## config.mk

```make
export PLATFORM = sky130hd
export DESIGN_NAME = operand_loader
export DESIGN_NICKNAME = d
export VERILOG_FILES = /design/src/rtl/operand_loader.sv
export SDC_FILE = /design/constraint.sdc
export NUM_CORES = 1
export LEC_CHECK = 0
export CORE_MARGIN = 2
export CORE_UTILIZATION = 30
export CTS_CLUSTER_DIAMETER = 60
export DETAILED_ROUTE_END_ITERATION = 6
export PLACE_DENSITY_LB_ADDON = 0.3
export SLEW_MARGIN = 10
export SYNTH_ARGS = -nofsm -noshare
export SYNTH_HDL_FRONTEND = slang
export SYNTH_SLANG_ARGS = --single-unit
```

## constraint.sdc

```tcl
create_clock -name clk -period 1.6 [get_ports clk]
set_input_delay 0.24 -clock clk [delete_from_list [all_inputs] [get_ports clk]]
set_output_delay 0.24 -clock clk [all_outputs]
set_load 0.01 [all_outputs]
```

## src/rtl/operand_loader.sv

```systemverilog
// rtl/operand_loader.sv - two-operand capture FSM driven by a synchronised pushbutton
module operand_loader #(
  parameter int WIDTH = 8
) (
  input  logic             clk,
  input  logic             rst_n,
  input  logic             ena,
  input  logic [WIDTH-1:0] din,
  input  logic             load,
  input  logic             clr,
  output logic [WIDTH-1:0] op_a,
  output logic [WIDTH-1:0] op_b,
  output logic             valid,
  output logic [1:0]       state,
  output logic [7:0]       pair_cnt
);

  typedef enum logic [1:0] {
    IDLE    = 2'b00,
    HAVE_A  = 2'b01,
    READY   = 2'b10,
    ILLEGAL = 2'b11
  } state_t;

  state_t           cur_state, nxt_state;
  logic             s1, s2, s3;
  logic             load_p, cap;
  logic [WIDTH-1:0] op_a_nxt, op_b_nxt;
  logic             valid_nxt;
  logic [7:0]       cnt_nxt;

  // s1/s2 resolve metastability on the raw button; s3 delays s2 for edge detection
  always_ff @(posedge clk or negedge rst_n) begin
    if (!rst_n) begin
      s1 <= 1'b0;
      s2 <= 1'b0;
      s3 <= 1'b0;
    end else begin
      s1 <= load;
      s2 <= s1;
      s3 <= s2;
    end
  end

  assign load_p = s2 & ~s3;
  assign cap    = load_p & ena;

  always_ff @(posedge clk or negedge rst_n) begin
    if (!rst_n) begin
      cur_state <= IDLE;
      op_a      <= '0;
      op_b      <= '0;
      valid     <= 1'b0;
      pair_cnt  <= 8'd0;
    end else begin
      cur_state <= nxt_state;
      op_a      <= op_a_nxt;
      op_b      <= op_b_nxt;
      valid     <= valid_nxt;
      pair_cnt  <= cnt_nxt;
    end
  end

  always_comb begin
    nxt_state = cur_state;
    op_a_nxt  = op_a;
    op_b_nxt  = op_b;
    valid_nxt = valid;
    cnt_nxt   = pair_cnt;
    if (clr) begin
      nxt_state = IDLE;
      op_a_nxt  = '0;
      op_b_nxt  = '0;
      valid_nxt = 1'b0;
      cnt_nxt   = 8'd0;
    end else begin
      case (cur_state)
        IDLE: begin
          if (cap) begin
            op_a_nxt  = din;
            nxt_state = HAVE_A;
          end
        end
        HAVE_A: begin
          if (cap) begin
            op_b_nxt  = din;
            valid_nxt = 1'b1;
            cnt_nxt   = pair_cnt + 8'd1;
            nxt_state = READY;
          end
        end
        READY: begin
          if (cap) begin
            op_a_nxt  = din;
            op_b_nxt  = '0;
            valid_nxt = 1'b0;
            nxt_state = HAVE_A;
          end
        end
        default: begin
          // unreachable code 11: recover even while ena is low
          nxt_state = IDLE;
          valid_nxt = 1'b0;
        end
      endcase
    end
  end

  assign state = cur_state;

endmodule

```

==> qor.yml <==
drt:
  vias_per_cell: 5.30
  dr_total_vias: 1262
  drt-initial-drc-count: 72
  wl_per_cell_um: 15.4
  ant_nets: 0
  drc_errors: 0
  wirelength_um: 3680
  drt_pass1_iterations: 7
critical_path:
  cp_data_required_time_ns: 1.81
  crit_fanout: 11
  slowest_delay_ns: 0.55
  r2r_start: "s3"
  path_delay_family: "simple AND/OR/NAND/NOR gates"
  critPathCaptureType: "flop"
  path_buf_inv: 0
  critPathLaunch: "s3"
  worstSetupStartpointType: "flop"
  crit_type: "reg -> reg"
  crit_chain: "nand4bb_4 > or4_1 > a21oi_1"
  cp_slowest_cell: "or4_1"
  cp.arrival_ns: 1.73
finish:
  layout_commonest_cell: "clkdlybuf4s50_1"
  layout.nets: 199
  syn_to_final_growth_pct: 42.7
  drive_gt1_share_pct: 12.9
  final_cell_mix: "clkdlybuf4s50_1 (38), dfrtp_1 (28), nand2_1 (19), a21oi_1 (17)"
  diodes: 0
  nFillCells: 416
  final_core_util_pct: 45.2
clocking:
  post_cts_buffers: 0
  cts_buffers: 5
  clkSinkCount: 30
  cts.clk_slew.worst_paths_ns: 0.06
  hold_buffers: 0
  clk_latency_ns: 0.29
  htreeDepth: 2
  clk_path_buf_depth: 2
  tritoncts: "done"
  root_buffer: "clkbuf_8"
logic_synthesis:
  yosys_warnings: 0
  synth_cells: 138
  ys_types: 29
  synth_xor_area_share_pct: 0
  muxShareOfSynthArea_pct: 0.806
  synth-simple-area-share_pct: 18.9
  synth_top_family_by_area: "compound AO/OA/AOI/OAI gates"
  synth_fa_ha_area_share_pct: 0.895
  synth-compound-area-share_pct: 19.1
  ys_ff_latch: 30
  yosysSeqAreaShare_pct: 53.7
  avgSynthCellArea_um2: 10.1
  synthesis.area_um2: 1400
  synth_nets: 152
power_and_ir_drop:
  power_density_nw_per_um2: 853
  ir_drop_mv: 0.359
  power_uw: 1700
  power_leakage_uw: 0.000760
global_routing:
  grt_pass1_vias: 1304
  grt_use_total_pct: 15.3
  grt_pass1_wl_um: 6060
  grt_max_degree: 31
  grt_overflow: 0
  grt_antenna_before_repair: 0
timing:
  slew_viol_final: 0
  slew_headroom_pct: 73.7
  worst_pin_slew_ns: 0.394
  setup_viol: 0
  fin_crit_ns: 1.52
  worst_slack_ns: 0.0812
  max_freq_mhz: 658
  clock-skew-final_ns: 0.00601
  rsz0062_at_grt: "no"
  fin_crit_sh_pct: 94.9
  hold_violations: 0
die:
  die_w_um: 72.3
  ioPinCount: 40
  num_rows: 24
  dieHeight_um: 72.3
  core_um2: 4410
  die-area_um2: 5220
  floorplan.initialDensity_pct: 31.7
run_status:
  outcome: "finished clean"
job:
  drv_cap: 0
place:
  portBuffers: 39
  gp_congestion: 0.790
  dp_hpwl_um: 2540
  pre_cts_ws_ns: -0.188
worst_hold_path:
  hp-class: "in -> async"
[synth_stat cells]
cell type	n	share of area [%]
nor4_2	1	0.90
nand3b_1	2	1.1
o32ai_1	8	5.0
dfrtp_1	30	54
nor2b_1	1	0.45
or4_1	4	2.1
inv_1	11	3.0
nand2_1	19	5.1
nor4bb_1	1	0.72
a21oi_1	17	6.1
clkbuf_1	4	1.1
nand2b_1	2	0.90
ha_1	1	0.90
a31oi_1	1	0.45
buf_4	1	0.54
and4bb_2	1	0.90
a22oi_1	8	4.3
o31ai_1	4	2.1
or3_1	2	0.90
mux2_1	1	0.81
nor2_1	3	0.81
buf_2	2	0.72
buf_1	2	0.54
nand3_1	5	1.8
nand4bb_1	1	0.81
nand4_1	1	0.45
o21ai_0	3	1.1
nand4bb_4	1	2.0
buf_6	1	0.81
[state kept, by name (all words and copies together), names as in the netlist]
register	flops
op_a	8
pair_cnt	8
valid	1
state	2
op_b	8
s3	1
s2	1
s1	1
[repair_timing]
| action | 4_1_cts | 5_1_grt |
|---|---|---|
| gates resized for setup | 1 | 2 |
| setup endpoints to repair | 1 | 4 |
| pin swaps | 0 | 1 |
| hold endpoints to repair | 0 | 0 |
[per-layer routing]
metal | GRT usage (%) | share of wire, % | up-vias
li1 | - | - | 589
met1 | 18.6 | 43 | 605
met2 | 24.3 | 47 | 58
met3 | 4.03 | 6.7 | 10
met4 | 9.22 | 2.9 | 0
met5 | 0 | 0 | -
[power by group]
part | internal [uW] | switching, uW
clock | 458 | 299
sequential | 774 | 14.7
combinational | 78.3 | 77.6
total | 1310 | 391
[cells by family (layout without fill, tap and decap cells)]
kind of cell / Yosys count / after routing
simple gates: 44 / 44
fa+ha+maj: 1 / 1
buf+inv: 21 / 69
flops: 30 / 30
mux: 1 / 1
compound gates: 41 / 41
[final timing paths]
| path | depth (start not counted) | slack (ns) | to |
|---|---|---|---|
| setup / recovery | 3 | 0.08 | pair_cnt[5] |
| setup reg to reg | 3 | 0.08 | pair_cnt[5] |
| hold reg to reg | 0 | 0.35 | s2 |
| max in group asynchronous | 2 | 0.95 | state[0] |
| min in group clk | 0 | 0.35 | s2 |
| hold / removal | 2 | 0.35 | pair_cnt[6] |
[layout make-up]
class                           count  area (um2)  share of cell area [%]
Tap cell                           52        65.1                    3.26
Multi-Input combinational cell     87         554                    27.8
Sequential cell                    30         753                    37.8
Clock inverter                      3        40.0                    2.01
Timing Repair Buffer               50         472                    23.7
Inverter                           11        41.3                    2.07
Clock buffer                        5        68.8                    3.45
[through the flow]
stage	instance area, um2	setup TNS, ns	std cells	hold slack [ns]
global route	1990	0	238	0.364
finish	1990	0	238	0.346
floorplan	1400	0	138	-0.0556
CTS	1990	0	238	0.354
global placement	1880	-0.611	230	0.341
detailed placement	1880	-1.32	230	0.345
Power figures use the tool's default switching activity.
